`src/rtl/serial_subtractor_if.sv`:
```
// ---------------------------------------------------------------------------
// serial_subtractor_if
// Handshake/operand bundle between the ALU control (master) and the
// bit-serial subtractor (slave).
//
// Signals (named from the subtractor's point of view):
//   i_start  request, sampled by the subtractor only when not busy
//   i_a      minuend      [WIDTH]
//   i_b      subtrahend   [WIDTH]
//   i_bin    borrow-in
//   o_busy   bits are being processed
//   o_done   one-cycle result-valid pulse
//   o_diff   difference   [WIDTH], held until the next DONE
//   o_bout   borrow-out of the MSB (unsigned A < B+BIN)
//   o_ovf    signed overflow
//   o_zero   difference is zero
//   o_lt/o_eq/o_gt  unsigned compare of A vs B+BIN
//                   (present only with SERIAL_SUB_CMP_EN defined)
//
// Configuration macro: SERIAL_SUB_CMP_EN
// ---------------------------------------------------------------------------
interface serial_subtractor_if #(
  parameter int WIDTH = 8
);
  logic             i_start;
  logic [WIDTH-1:0] i_a;
  logic [WIDTH-1:0] i_b;
  logic             i_bin;
  logic             o_busy;
  logic             o_done;
  logic [WIDTH-1:0] o_diff;
  logic             o_bout;
  logic             o_ovf;
  logic             o_zero;
`ifdef SERIAL_SUB_CMP_EN
  logic             o_lt;
  logic             o_eq;
  logic             o_gt;

  modport master (
    output i_start, i_a, i_b, i_bin,
    input  o_busy, o_done, o_diff, o_bout, o_ovf, o_zero, o_lt, o_eq, o_gt
  );

  modport slave (
    input  i_start, i_a, i_b, i_bin,
    output o_busy, o_done, o_diff, o_bout, o_ovf, o_zero, o_lt, o_eq, o_gt
  );
`else
  modport master (
    output i_start, i_a, i_b, i_bin,
    input  o_busy, o_done, o_diff, o_bout, o_ovf, o_zero
  );

  modport slave (
    input  i_start, i_a, i_b, i_bin,
    output o_busy, o_done, o_diff, o_bout, o_ovf, o_zero
  );
`endif
endinterface

```
`src/rtl/serial_subtractor.sv`:
```
// ---------------------------------------------------------------------------
// serial_subtractor
// Bit-serial WIDTH-bit subtractor: DIFF = A - B - BIN, one bit per clock,
// LSB first, using a single full-subtractor cell and a borrow flop.
// START/BUSY/DONE handshake; result flags are registered at DONE entry and
// held until the next DONE.
//
// Ports:
//   i_clk  system clock, rising edge
//   i_rst  asynchronous reset, active-high
//   bus    serial_subtractor_if.slave (operands, handshake, result, flags)
//
// Parameter WIDTH must match the WIDTH of the connected interface.
// Configuration macro: SERIAL_SUB_CMP_EN adds registered LT/EQ/GT outputs.
//
// state   | meaning
// --------+---------------------------------------------------
// S_IDLE  | waiting for START
// S_SHIFT | processing one bit per clock (BUSY=1)
// S_DONE  | one-cycle result-valid pulse; START here restarts
// ---------------------------------------------------------------------------
module serial_subtractor #(
  parameter int WIDTH = 8
) (
  input  logic               i_clk,
  input  logic               i_rst,
  serial_subtractor_if.slave bus
);

  localparam int CW = (WIDTH > 2) ? $clog2(WIDTH) : 1;

  localparam logic [1:0] S_IDLE  = 2'd0;
  localparam logic [1:0] S_SHIFT = 2'd1;
  localparam logic [1:0] S_DONE  = 2'd2;

  logic [1:0]       r_state;
  // r_a doubles as the result shift register: each processed bit of A
  // leaves at the LSB while the difference bit enters at the MSB, so after
  // WIDTH shifts it holds the whole difference.
  logic [WIDTH-1:0] r_a;
  logic [WIDTH-1:0] r_b;
  logic             r_br;
  logic [CW-1:0]    r_cnt;
  // operand sign bits are shifted out of r_a/r_b, so keep them for OVF
  logic             r_a_msb;
  logic             r_b_msb;

  logic [WIDTH-1:0] r_diff;
  logic             r_bout;
  logic             r_ovf;
  logic             r_zero;

  logic             w_a;
  logic             w_b;
  logic             w_d;
  logic             w_br_next;
  logic             w_last;
  logic             w_accept;
  logic [WIDTH-1:0] w_diff;
  logic             w_zero;

  assign w_a       = r_a[0];
  assign w_b       = r_b[0];
  assign w_d       = w_a ^ w_b ^ r_br;
  assign w_br_next = (~w_a & w_b) | (~(w_a ^ w_b) & r_br);
  assign w_last    = (r_cnt == CW'(WIDTH - 1));
  assign w_accept  = bus.i_start && (r_state != S_SHIFT);
  assign w_diff    = {w_d, r_a[WIDTH-1:1]};
  assign w_zero    = ~|w_diff;

  always_ff @(posedge i_clk or posedge i_rst) begin
    if (i_rst) begin
      r_state <= S_IDLE;
      r_a     <= '0;
      r_b     <= '0;
      r_br    <= 1'b0;
      r_cnt   <= '0;
      r_a_msb <= 1'b0;
      r_b_msb <= 1'b0;
    end else begin
      case (r_state)
        S_IDLE, S_DONE: begin
          if (w_accept) begin
            r_a     <= bus.i_a;
            r_b     <= bus.i_b;
            r_br    <= bus.i_bin;
            r_cnt   <= '0;
            r_a_msb <= bus.i_a[WIDTH-1];
            r_b_msb <= bus.i_b[WIDTH-1];
            r_state <= S_SHIFT;
          end else begin
            r_state <= S_IDLE;
          end
        end
        S_SHIFT: begin
          r_a   <= w_diff;
          r_b   <= {1'b0, r_b[WIDTH-1:1]};
          r_br  <= w_br_next;
          r_cnt <= r_cnt + 1'b1;
          if (w_last) begin
            r_state <= S_DONE;
          end
        end
        default: r_state <= S_IDLE;
      endcase
    end
  end

  // Result registers load only on the edge that processes the MSB.
  always_ff @(posedge i_clk or posedge i_rst) begin
    if (i_rst) begin
      r_diff <= '0;
      r_bout <= 1'b0;
      r_ovf  <= 1'b0;
      r_zero <= 1'b0;
    end else if ((r_state == S_SHIFT) && w_last) begin
      r_diff <= w_diff;
      r_bout <= w_br_next;
      r_ovf  <= (r_a_msb != r_b_msb) && (w_d != r_a_msb);
      r_zero <= w_zero;
    end
  end

  assign bus.o_busy = (r_state == S_SHIFT);
  assign bus.o_done = (r_state == S_DONE);
  assign bus.o_diff = r_diff;
  assign bus.o_bout = r_bout;
  assign bus.o_ovf  = r_ovf;
  assign bus.o_zero = r_zero;

`ifdef SERIAL_SUB_CMP_EN
  logic r_lt;
  logic r_eq;
  logic r_gt;

  // DIFF==0 with a borrow (A=0, B=all ones, BIN=1) is still "less than".
  always_ff @(posedge i_clk or posedge i_rst) begin
    if (i_rst) begin
      r_lt <= 1'b0;
      r_eq <= 1'b0;
      r_gt <= 1'b0;
    end else if ((r_state == S_SHIFT) && w_last) begin
      r_lt <= w_br_next;
      r_eq <= w_zero & ~w_br_next;
      r_gt <= ~w_br_next & ~w_zero;
    end
  end

  assign bus.o_lt = r_lt;
  assign bus.o_eq = r_eq;
  assign bus.o_gt = r_gt;
`endif

endmodule
```
`src/flat_wrapper.sv`:
```
// flat-port wrapper written by rule: the top's interface ports become plain ports
module serial_subtractor_flat 
#(
  parameter int WIDTH = 8
)
  (i_clk, i_rst, bus_i_start, bus_i_a, bus_i_b, bus_i_bin, bus_o_busy, bus_o_done, bus_o_diff, bus_o_bout, bus_o_ovf, bus_o_zero);
  serial_subtractor_if #(.WIDTH(WIDTH)) bus_i ();
  input  logic i_clk;
  input  logic i_rst;
  input wire logic [$bits(bus_i.i_start)-1:0] bus_i_start;
  input wire logic [$bits(bus_i.i_a)-1:0] bus_i_a;
  input wire logic [$bits(bus_i.i_b)-1:0] bus_i_b;
  input wire logic [$bits(bus_i.i_bin)-1:0] bus_i_bin;
  output wire logic [$bits(bus_i.o_busy)-1:0] bus_o_busy;
  output wire logic [$bits(bus_i.o_done)-1:0] bus_o_done;
  output wire logic [$bits(bus_i.o_diff)-1:0] bus_o_diff;
  output wire logic [$bits(bus_i.o_bout)-1:0] bus_o_bout;
  output wire logic [$bits(bus_i.o_ovf)-1:0] bus_o_ovf;
  output wire logic [$bits(bus_i.o_zero)-1:0] bus_o_zero;
  assign bus_i.i_start = bus_i_start;
  assign bus_i.i_a = bus_i_a;
  assign bus_i.i_b = bus_i_b;
  assign bus_i.i_bin = bus_i_bin;
  assign bus_o_busy = bus_i.o_busy;
  assign bus_o_done = bus_i.o_done;
  assign bus_o_diff = bus_i.o_diff;
  assign bus_o_bout = bus_i.o_bout;
  assign bus_o_ovf = bus_i.o_ovf;
  assign bus_o_zero = bus_i.o_zero;
  serial_subtractor #(.WIDTH(WIDTH)) u_core (.i_clk(i_clk), .i_rst(i_rst), .bus(bus_i));
endmodule
```
`config.mk`:
```
export PLATFORM = sky130hd
export DESIGN_NAME = serial_subtractor_flat
export DESIGN_NICKNAME = d
export VERILOG_FILES = /design/src/rtl/serial_subtractor_if.sv /design/src/rtl/serial_subtractor.sv /design/src/flat_wrapper.sv
export SDC_FILE = /design/constraint.sdc
export NUM_CORES = 1
export LEC_CHECK = 0
export ABC_AREA = 1
export BUFFER_PORTS_ARGS = -buffer_cell sky130_fd_sc_hd__buf_2
export CELL_PAD_IN_SITES_DETAIL_PLACEMENT = 1
export CELL_PAD_IN_SITES_GLOBAL_PLACEMENT = 1
export CORE_UTILIZATION = 39
export CTS_CLUSTER_SIZE = 12
export DETAILED_ROUTE_END_ITERATION = 8
export PLACE_DENSITY_LB_ADDON = 0.1
export SETUP_SLACK_MARGIN = 0.3
export SKIP_CTS_REPAIR_TIMING = 1
export SYNTH_ARGS = -nofsm -noshare
export SYNTH_HDL_FRONTEND = slang
export SYNTH_SLANG_ARGS = --single-unit
export TNS_END_PERCENT = 10
```
`constraint.sdc`:
```
create_clock -name i_clk -period 1.45 [get_ports i_clk]
set_input_delay 0.2175 -clock i_clk [delete_from_list [all_inputs] [get_ports i_clk]]
set_output_delay 0.2175 -clock i_clk [all_outputs]
set_load 0.02 [all_outputs]
```
======== Word-level counts from Yosys, hierarchy flattened ========
Cells that the tools add are included.
storage, ports and cells
  bits in registers ....................... 35
  input bits .............................. 20
  output and inout port bits .............. 13
operators by class
  add/sub/neg operators ................... 1
  equal/unequal tests ..................... 8
  muxes and demuxes ....................... 11
  bitwise operators ....................... 7
  reduce and logical (&&, ||, !) cells .... 10
operators by type and width
  cell                   number
  $pmux W8 S2            2
  $mux W8                2
  $reduce_or A8 Y1       1
  $ne A2 B1 Y1 const B   3
  $pmux W3 S2            1
  $pmux W2 S2            1
  $reduce_and A2 Y1      2
  $add A3 B1 Y3 const B  1
  $eq A3 B3 Y1 const B   1
  $logic_and A1 B1 Y1    3
  $mux W3                1
  $and A1 B1 Y1          2
  $eq A2 B1 Y1 const B   1
  $eq A2 B2 Y1 const B   1
  $logic_not A2 Y1       1
  $mux W1                2
  $mux W2                1
  $ne A1 B1 Y1           2
  $not A1 Y1             2
  $pmux W1 S2            1
  $reduce_bool A2 Y1     1
  $reduce_or A2 Y1       1
  $xor A1 B1 Y1          2
  $logic_not A1 Y1       1
  $or A1 B1 Y1           1

======== Longest topological paths before layout ========
Gate-level depths: netlist of the first run.
  depth after elaboration ................. 5
  gate-level depth with buffers ........... 7
  gate-level depth less buffers ........... 7

======== Worst setup path after synthesis of the first run ========
No wires, ideal clock.
  path kind ............................... reg-to-reg
  start point ............................. reg u_core.r_br
  end point ............................... reg u_core.r_ovf, in the netlist u_core.bus.o_ovf
  library setup time ...................... 0.065 ns
  arrival ................................. 1.258 ns
  setup slack ............................. 0.127 ns
  stages on the path, launching flop included .. 7
  buffers on the path ..................... 0
  cells stage by stage .................... dfrtp_1 -> inv_1 -> fa_1 -> inv_1 -> o21ai_0 -> nand3_1 -> nand2_1
between the ends
  longest elaborated chain between the ends .. 3
ends and longest elaborated chain
  what                    RTL line                  text
  start, declared         serial_subtractor.sv:42   logic r_br;
  start signal, assigned  serial_subtractor.sv:86   r_br <= bus.i_bin;
  start signal, assigned  serial_subtractor.sv:98   r_br <= w_br_next;
  $xor A1 B1 Y1           serial_subtractor.sv:64   assign w_d = w_a ^ w_b ^ r_br;
  via u_core.w_d          serial_subtractor.sv:55   logic w_d;
  $ne A1 B1 Y1            serial_subtractor.sv:119  r_ovf <= (r_a_msb != r_b_msb) && (w_d != r_a_msb);
  $logic_and A1 B1 Y1     serial_subtractor.sv:119
  end signal, assigned    serial_subtractor.sv:119
  end, declared           serial_subtractor.sv:50   logic r_ovf;
The timed path passes the listed nets, and every way through them passes these cells.
A chain may end at the register's enable or synchronous reset.

======== Final worst setup path of the first run ========
  start point ............................. reg u_core.r_b[0]
  end point ............................... reg u_core.r_zero, in the netlist u_core.bus.o_zero
between the ends
  longest elaborated chain between the ends .. 4
ends and longest elaborated chain
  what                         RTL line                  text
  start, declared              serial_subtractor.sv:41   logic [WIDTH-1:0] r_b;
  start signal, assigned       serial_subtractor.sv:85   r_b <= bus.i_b;
  start signal, assigned       serial_subtractor.sv:97   r_b <= {1'b0, r_b[WIDTH-1:1]};
  $xor A1 B1 Y1 (2 in series)  serial_subtractor.sv:64
  via u_core.w_d               serial_subtractor.sv:55
  $reduce_or A8 Y1             serial_subtractor.sv:69   assign w_zero = ~|w_diff;
  $logic_not A1 Y1             serial_subtractor.sv:69
  end signal, assigned         serial_subtractor.sv:120  r_zero <= w_zero;
  end, declared                serial_subtractor.sv:51   logic r_zero;
The timed path passes the listed nets, and every way through them passes these cells.

==> metrics, run 1 <==
CTS clock-pin slew for the worst setup and hold paths 70 ps; met1 usage 22.17%; Die Span Y 64.90 um; status completed; Initial Utilization 41.52%; Tot Pwr 0.004583 W; NumNets Final 240; post-synthesis cell count 178; Max VDD drop 866.8 uV; adder-cell share of the synthesized area 2.920%; FP Rows 22; syn_nets 201; CP bufs+invs 1; Top delay family on crit path adder cells; worst slack, placed 32.02 ps; Hold/Removal Path Class input port to async pin; vias per inst 4.800; port bufs 32; MaxCap Viol Count 0; worst-margin pin slew 455.2 ps; post-DR wirelength/cell 13.33 um; Startpoint Class flop; vias in the first global route 1324; grt total ovfl 0; Total GRT Usage 19.19%; core region area 3716 um^2; met3 Use GR 5.282%; Setup TNS 0 ps; largest family of logic cells by synthesized area simple AND/OR/NAND/NOR gates; Final Setup Violations 0; GPL Wtd Cong 0.7615; DRC viols 0; DRT antenna net count 0; Fillers 470; initial antenna violation count 0; Critical path origin u_core.r_b[0]$_DFFE_PP0P_; ant diodes 0; Slowest-stage cell, CP fa_2; Syn-to-layout area delta 23.03%; # clock sinks 35; Setup crit end kind flop; first-pass GRT wire length 5.968 mm; H-tree Lvls 2; flops & latches, synth 35; Post-Synthesis Mean Instance Area 8.667 um^2; synth warn 0; fmax 722.3 MHz; post-DP HPWL 2.500 mm; die width 64.90 um; Critical Path AT 1610 ps; CP max stage delay 470 ps; Pwr Density 2415 nW/um^2; CTS tree built; hold slack 25.53 ps; Crit Path Max Fanout 4; largest net degree at the start of global routing 36; mux contribution to synthesized area 0%; via count 1272; post-synthesis sequential area ratio 56.77%; CTS Buf Count 5; FF-to-FF Start u_core.r_b[0]$_DFFE_PP0P_; crit path kind flop to flop; clock insertion delay at the later pin of the skew report 280 ps; CP dominant cell by count nand2_1; final setup margin 65.45 ps; busiest grt layer met2; placed insts 256; Simple-Gate Fraction of Synth Area 30.09%; most common cell after layout, fill and taps aside nand2_1; post-synthesis compound-gate area fraction 2.920%; share of cells above drive strength 1 28.11%; Post-Syn Area 1543 um^2; final worst path period share 95.49%; Synth cell types 19; Fin Clk Skew 5.477 ps; CP Cell Sequence inv_1 > fa_2 > nor2_1 > nand2_1 > nor2_1 > nand2_1 > nand2_1; M2 GR Usage 34.11%; I/O Pins 33; CP Data Required Time 1670 ps; Hold Fails Final Rpt 0; most frequent cells in the layout nand2_1, dfrtp_1, buf_2; CTS max path bufs 2; first-pass iteration count of the detailed router 4; root buf cell clkbuf_8; drt total wl 3.532 mm; drt initial violations 65; RSZ-0062 raised after global routing yes; post-synthesis xor/xnor area fraction 0%; Relative slew margins 69.66%; final slew viol count 0; Non-Filler Instances 265; P_leak 0.9972 nW; minimum clock period 1385 ps; die area 4211 um^2
## worst reg2reg max path: stages, from the launching register on
cell     delay, ps
dfrtp_1        380
inv_1           80
fa_2           470
nor2_1         120
nand2_1         60
nor2_1          90
nand2_1         60
nand2_1         60
## state kept, by name (all words and copies together), names as in the netlist
register,flops
u_core.r_br,1
u_core.bus.o_diff,8
u_core.bus.o_zero,1
u_core.r_b,8
u_core.r_b_msb,1
u_core.r_state,2
u_core.r_a,8
u_core.bus.o_ovf,1
u_core.bus.o_bout,1
u_core.r_a_msb,1
u_core.r_cnt,3
## path summary, 6_finish.rpt
kind / to / slack (ps) / cells past startpoint
worst min-delay path: u_core.bus.o_diff[7]$_DFFE_PP0P_ / 30 / 3
worst max-delay path: u_core.bus.o_zero$_DFFE_PP0P_ / 70 / 7
min in group i_clk: u_core.r_b[6]$_DFFE_PP0P_ / 150 / 3
worst max register to register: u_core.bus.o_zero$_DFFE_PP0P_ / 70 / 7
worst min register to register: u_core.bus.o_diff[0]$_DFFE_PP0P_ / 480 / 2
max in group asynchronous: u_core.r_b[6]$_DFFE_PP0P_ / 1100 / 3
## per-stage QoR
stage	utilization [%]	area, um^2
after floorplan	-	1543
after global placement	46.30	1720
after detailed placement	46.30	1720
after CTS	48.65	1808
after global routing	51.08	1898
final	51.08	1898
## cell families after synthesis
kind of cell / Yosys count
AND/OR/NAND/NOR: 114
flip-flops: 35
buffers and inverters: 17
AO/OA/AOI/OAI: 9
adder cells (fa/ha/maj): 3
## synthesized netlist by cell type
master | count | area share (%)
nand2_1 | 84 | 20
dfrtp_1 | 35 | 57
nand3_1 | 17 | 5.5
inv_1 | 9 | 2.2
nor2_1 | 7 | 1.7
o21ai_1 | 5 | 1.6
nand2_2 | 4 | 1.6
o21ai_0 | 3 | 0.97
buf_6 | 2 | 1.5
ha_1 | 2 | 1.6
inv_2 | 2 | 0.49
a21oi_1 | 1 | 0.32
buf_12 | 1 | 1.3
buf_4 | 1 | 0.49
buf_8 | 1 | 0.97
fa_1 | 1 | 1.3
inv_4 | 1 | 0.41
nor2_2 | 1 | 0.41
or2_2 | 1 | 0.41
## power breakdown
group	internal [W]	switching, W
Combinational	0.000821	0.00127
Sequential	0.00145	0.000337
Clock	0.000372	0.000328
## metal layers
metal  routed length [um]  vias to the layer above
met5                    0                        -
met4                   29                        0
met3                  140                        5
met2                 1854                       27
met1                 1507                      613
li1                     -                      627
## layout make-up
type,instances,area (um^2),share of cell area (%)
Clock buffer,6,82.58,4.351
Sequential cell,35,875.8,46.14
Clock inverter,1,5.005,0.2637
Timing Repair Buffer,37,206.4,10.88
Multi-Input combinational cell,126,610.6,32.17
Inverter,12,57.56,3.032
Tap cell,48,60.06,3.164
Power figures use the tool's default switching activity.
==> run 2, diff against run 1 <==
--- a/config.mk
+++ b/config.mk
@@ -6,6 +6,7 @@
 export NUM_CORES = 1
 export LEC_CHECK = 0
 export ABC_AREA = 1
+export ABC_CLOCK_PERIOD_IN_PS = 1490
 export BUFFER_PORTS_ARGS = -buffer_cell sky130_fd_sc_hd__buf_2
 export CELL_PAD_IN_SITES_DETAIL_PLACEMENT = 1
 export CELL_PAD_IN_SITES_GLOBAL_PLACEMENT = 1
==> constraint.sdc (replaced) <==
create_clock -name i_clk -period 1.49 [get_ports i_clk]
set_input_delay 0.2235 -clock i_clk [delete_from_list [all_inputs] [get_ports i_clk]]
set_output_delay 0.2235 -clock i_clk [all_outputs]
set_load 0.02 [all_outputs]
==> metrics, run 2 (synthesis results as in run 1) <==
Initial Utilization 41.52% (unchanged); die width 64.90 um (unchanged); Final Setup Violations 0 (unchanged); worst slack, placed 72.02 ps (+40.00 ps); P_leak 0.9976 nW (about the same); area occupied by multi-input gates 610.6 um^2 (unchanged); R2R setup slack 110 ps (+40 ps); CP dominant cell by count nand2_1; ant diodes 0 (unchanged); RSZ-0062 raised after global routing yes; H-tree Lvls 2 (unchanged); GPL Wtd Cong 0.7614 (about the same); Critical Path AT 1600 ps (about the same); post-DP HPWL 2.500 mm (unchanged); CTS clock-pin slew for the worst setup and hold paths 70 ps (about the same); core region area 3716 um^2 (unchanged); drt initial violations 54 (-17%); sequential cell area 875.8 um^2 (unchanged); FF-to-FF Start u_core.r_b[0]$_DFFE_PP0P_; final slew viol count 0 (unchanged); most frequent cells in the layout nand2_1, dfrtp_1, buf_2; root buf cell clkbuf_8; Cell Area, Placed 1720 um^2 (unchanged); hold slack 30.60 ps (+5.076 ps); largest net degree at the start of global routing 36 (unchanged); CTS tree built; R2R cell count 7 (unchanged); initial antenna violation count 0 (unchanged); Startpoint Class flop; I/O Pins 33 (unchanged); Top delay family on crit path adder cells; Fillers 471 (+0.21%); port bufs 32 (unchanged); fmax 723.2 MHz (+0.13%); clock insertion delay at the later pin of the skew report 280 ps (about the same); Total GRT Usage 19.19% (unchanged); # clock sinks 35 (unchanged); R2R Path End u_core.bus.o_zero$_DFFE_PP0P_; first-pass iteration count of the detailed router 4 (unchanged); FP Rows 22 (unchanged); NumNets Final 240 (unchanged); Setup crit end kind flop; CP Data Required Time 1710 ps (+40 ps); Fin Clk Skew 5.488 ps (+0.01052 ps); drt total wl 3.535 mm (about the same); DRT antenna net count 0 (unchanged); Die Span Y 64.90 um (unchanged); vias per inst 4.800 (unchanged); final setup margin 107.2 ps (+41.73 ps); worst-margin pin slew 454.4 ps (-0.7154 ps); most common cell after layout, fill and taps aside nand2_1; CTS Buf Count 5 (unchanged); share of cells above drive strength 1 28.11% (unchanged); minimum clock period 1383 ps (-1.732 ps); grt total ovfl 0 (unchanged); Relative slew margins 69.70% (about the same); post-DR wirelength/cell 13.34 um (about the same); Hold/Removal Path Class input port to async pin; CP Cell Sequence inv_1 > fa_2 > nor2_1 > nand2_1 > nor2_1 > nand2_1 > nand2_1; Slowest-stage cell, CP fa_2; Tot Pwr 0.004452 W (-2.8%); status completed; crit path kind flop to flop; via count 1272 (unchanged); vias in the first global route 1324 (unchanged); Pwr Density 2349 nW/um^2 (-2.7%); CTS max path bufs 2 (unchanged); MaxCap Viol Count 0 (unchanged); DRC viols 0 (unchanged); Max VDD drop 849.5 uV (-2.0%); Final Cell Area 1896 um^2 (-0.13%); Syn-to-layout area delta 22.87%; CP max stage delay 470 ps (about the same); die area 4211 um^2 (unchanged); Crit Path Max Fanout 4 (unchanged); final worst path period share 92.81% (-2.7 points); first-pass GRT wire length 5.968 mm (unchanged); CP bufs+invs 1 (unchanged); Hold Fails Final Rpt 0 (unchanged)
[run 2: cell counts in the layout (fill, tap and decap cells not counted)]
No cell type changed its count.
[run 2: power by group]
group	total, W	leakage (nW)	switching [W]	internal [W]
logic	0.00203	0.520	0.00123	0.000795
clock network	0.000682	0.0470	0.000320	0.000362
registers	0.00174	0.431	0.000327	0.00141
total	0.00445	0.998	0.00188	0.00257
[run 2: area by class of cell]
cell class                 instances  area share (%)
clock buffer                       6           4.356
tap                               48           3.168
sequential                        35           46.20
inverter                          12           2.904
multi-input combinational        126           32.21
clock inverter                     1          0.2640
timing repair buffer              37           10.89
[run 2: per-stage QoR]
stage / cells / util [%] / setup TNS [ps]
final: 265 / 51.01 / 0
after global placement: 256 / 46.30 / 0
after global routing: 265 / 51.01 / -6.588
after detailed placement: 256 / 46.30 / 0
after floorplan: 178 / - / 0
after CTS: 263 / 48.65 / 0
[run 2: how the worst max path moves through the flow]
stage | startpoint | end | slack, ps | depth (start not counted)
3_5_place_dp | u_core.r_b[0]$_DFFE_PP0P_ | u_core.bus.o_zero$_DFFE_PP0P_ | 70 | 7
6_report | u_core.r_b[0]$_DFFE_PP0P_ | u_core.bus.o_zero$_DFFE_PP0P_ | 110 | 7
5_1_grt | u_core.r_b[0]$_DFFE_PP0P_ | u_core.bus.o_zero$_DFFE_PP0P_ | -7 | 7
3_3_place_gp | u_core.r_b[0]$_DFFE_PP0P_ | u_core.bus.o_ovf$_DFFE_PP0P_ | 140 | 6
4_1_cts | u_core.r_b[0]$_DFFE_PP0P_ | u_core.bus.o_zero$_DFFE_PP0P_ | 50 | 7
2_1_floorplan | u_core.r_b[0]$_DFFE_PP0P_ | u_core.bus.o_ovf$_DFFE_PP0P_ | 200 | 6
[run 2: routing by layer]
layer / wire, um / track usage (%) / vias to the layer above
li1: - / - / 625
met1: 1509 / 22.17 / 615
met2: 1855 / 34.11 / 27
met3: 140 / 5.282 / 5
met4: 29 / 5.833 / 0
met5: 0 / 0 / -
[run 2: worst min-delay path, cell delays in order]
cell and delay, ps:
buf_2 90, inv_1 40, buf_4 380
==> run 3, diff against run 2 <==
--- a/config.mk
+++ b/config.mk
@@ -7,7 +7,7 @@
 export LEC_CHECK = 0
 export ABC_AREA = 1
 export ABC_CLOCK_PERIOD_IN_PS = 1490
-export BUFFER_PORTS_ARGS = -buffer_cell sky130_fd_sc_hd__buf_2
+export BUFFER_PORTS_ARGS = -buffer_cell sky130_fd_sc_hd__buf_4
 export CELL_PAD_IN_SITES_DETAIL_PLACEMENT = 1
 export CELL_PAD_IN_SITES_GLOBAL_PLACEMENT = 1
 export CORE_UTILIZATION = 39
==> metrics, run 3 (synthesis results as in run 1) <==
status completed; fmax 717.2 MHz (-0.82%); Setup crit end kind flop; DRT antenna net count 0 (unchanged); CTS Buf Count 5 (unchanged); Pwr Density 2306 nW/um^2 (-1.8%); Initial Utilization 41.52% (unchanged); vias in the first global route 1324 (unchanged); Startpoint Class flop; die area 4211 um^2 (unchanged); crit path kind flop to flop; clock insertion delay at the later pin of the skew report 280 ps (about the same); placed insts 256 (unchanged); Crit Path Max Fanout 4 (unchanged); share of cells above drive strength 1 28.44% (+0.33 points); most common cell after layout, fill and taps aside nand2_1; Max VDD drop 1098 uV (+29%); I/O Pins 33 (unchanged); NumNets Final 240 (unchanged); first-pass iteration count of the detailed router 3 (-1); vias per inst 4.752 (-1.0%); CTS max path bufs 2 (unchanged); Non-Filler Instances 266 (+0.38%); via count 1264 (-0.63%); ant diodes 0 (unchanged); first-pass GRT wire length 5.996 mm (+0.47%); GPL Wtd Cong 0.7298 (-4.2%); P_leak 1.013 nW (+1.6%); grt total ovfl 0 (unchanged); root buf cell clkbuf_8; R2R setup slack 100 ps (about the same); drt initial violations 41 (-24%); initial antenna violation count 0 (unchanged); die width 64.90 um (unchanged); post-DP HPWL 2.468 mm (-1.3%); drt total wl 3.388 mm (-4.2%); MaxCap Viol Count 0 (unchanged); Syn-to-layout area delta 28.06%; Hold Fails Final Rpt 0 (unchanged); Die Span Y 64.90 um (unchanged); CP Data Required Time 1710 ps (about the same); final slew viol count 0 (unchanged); Final Setup Violations 0 (unchanged); Critical Path AT 1620 ps (+20 ps); # clock sinks 35 (unchanged); port bufs 32 (unchanged); Fin Clk Skew 4.058 ps (-1.430 ps); CTS clock-pin slew for the worst setup and hold paths 60 ps (about the same); Fillers 442 (-6.2%); Total GRT Usage 19.28% (+0.083 points); CTS tree built; Setup TNS 0 ps (unchanged); FP Rows 22 (unchanged); Hold/Removal Path Class input port to async pin; H-tree Lvls 2 (unchanged); final worst path period share 93.58% (+0.77 points); largest net degree at the start of global routing 36 (unchanged); RSZ-0062 raised after global routing yes; most frequent cells in the layout nand2_1, buf_4, dfrtp_1; worst-margin pin slew 433.4 ps (-21.01 ps); core region area 3716 um^2 (unchanged); post-DR wirelength/cell 12.74 um (-4.5%); DRC viols 0 (unchanged); minimum clock period 1394 ps (+11.49 ps); Relative slew margins 71.10% (+1.4 points)
==> run 3: cell types whose count changed in the layout (fill, tap and decap cells not counted), sizes merged <==
| cell | previous run | this run |
|---|---|---|
| clkbuf | 6 | 7 |
==> run 3: report_power, final <==
| part | internal, W | leakage [nW] | switching [W] |
|---|---|---|---|
| combinational | 0.000913 | 0.540 | 0.00125 |
| clock | 0.000327 | 0.0422 | 0.000314 |
| sequential | 0.00142 | 0.431 | 0.000340 |
==> run 3: through the flow <==
step                      utilization, %  instance area (um^2)  total power, W  setup WS (ps)  hold slack [ps]
after detailed placement           48.45                  1800        0.003626          102.7            364.7
after global routing               53.16                  1976        0.004988         -41.43            81.12
after floorplan                        -                  1543        0.003077          196.6            356.4
final                              53.16                  1976        0.004556          95.69            34.41
after CTS                          50.64                  1882        0.004294          83.12            54.75
after global placement             48.45                  1800        0.003514          144.5            349.8
==> run 3: path summary, 6_finish.rpt <==
kind                                                  startpoint                          endpoint  cells after the start
max in group asynchronous                                  i_rst         u_core.r_b[4]$_DFFE_PP0P_                      3
worst min-delay path                                       i_rst  u_core.bus.o_diff[6]$_DFFE_PP0P_                      3
worst max-delay path                     u_core.r_br$_DFFE_PP0P_      u_core.bus.o_ovf$_DFFE_PP0P_                      6
worst max register to register           u_core.r_br$_DFFE_PP0P_      u_core.bus.o_ovf$_DFFE_PP0P_                      6
worst min register to register  u_core.bus.o_diff[3]$_DFFE_PP0P_  u_core.bus.o_diff[3]$_DFFE_PP0P_                      2
min in group i_clk                                    bus_i_b[6]         u_core.r_b[6]$_DFFE_PP0P_                      3
==> run 3: area by class of cell <==
cell class	count	area, um^2	share of cell area (%)
sequential	35	875.8	44.33
multi-input combinational	126	619.3	31.35
timing repair buffer	37	281.5	14.25
clock buffer	7	76.32	3.863
tap	48	60.06	3.040
inverter	12	57.56	2.913
clock inverter	1	5.005	0.2533
==> run 3: routing by layer <==
metal | vias to the layer above | global-route usage [%] | wire length [um]
met1 | 607 | 23.22 | 1482
met3 | 3 | 5.810 | 165
met5 | - | 0 | 0
li1 | 628 | - | -
met4 | 0 | 5.833 | 21
met2 | 26 | 32.81 | 1719
==> run 3: worst max-delay path, stage by stage (launching register included) <==
cell	delay [ps]
dfrtp_1	370
inv_2	50
fa_2	610
inv_2	50
o21ai_1	110
nand3_1	80
nand2_1	60
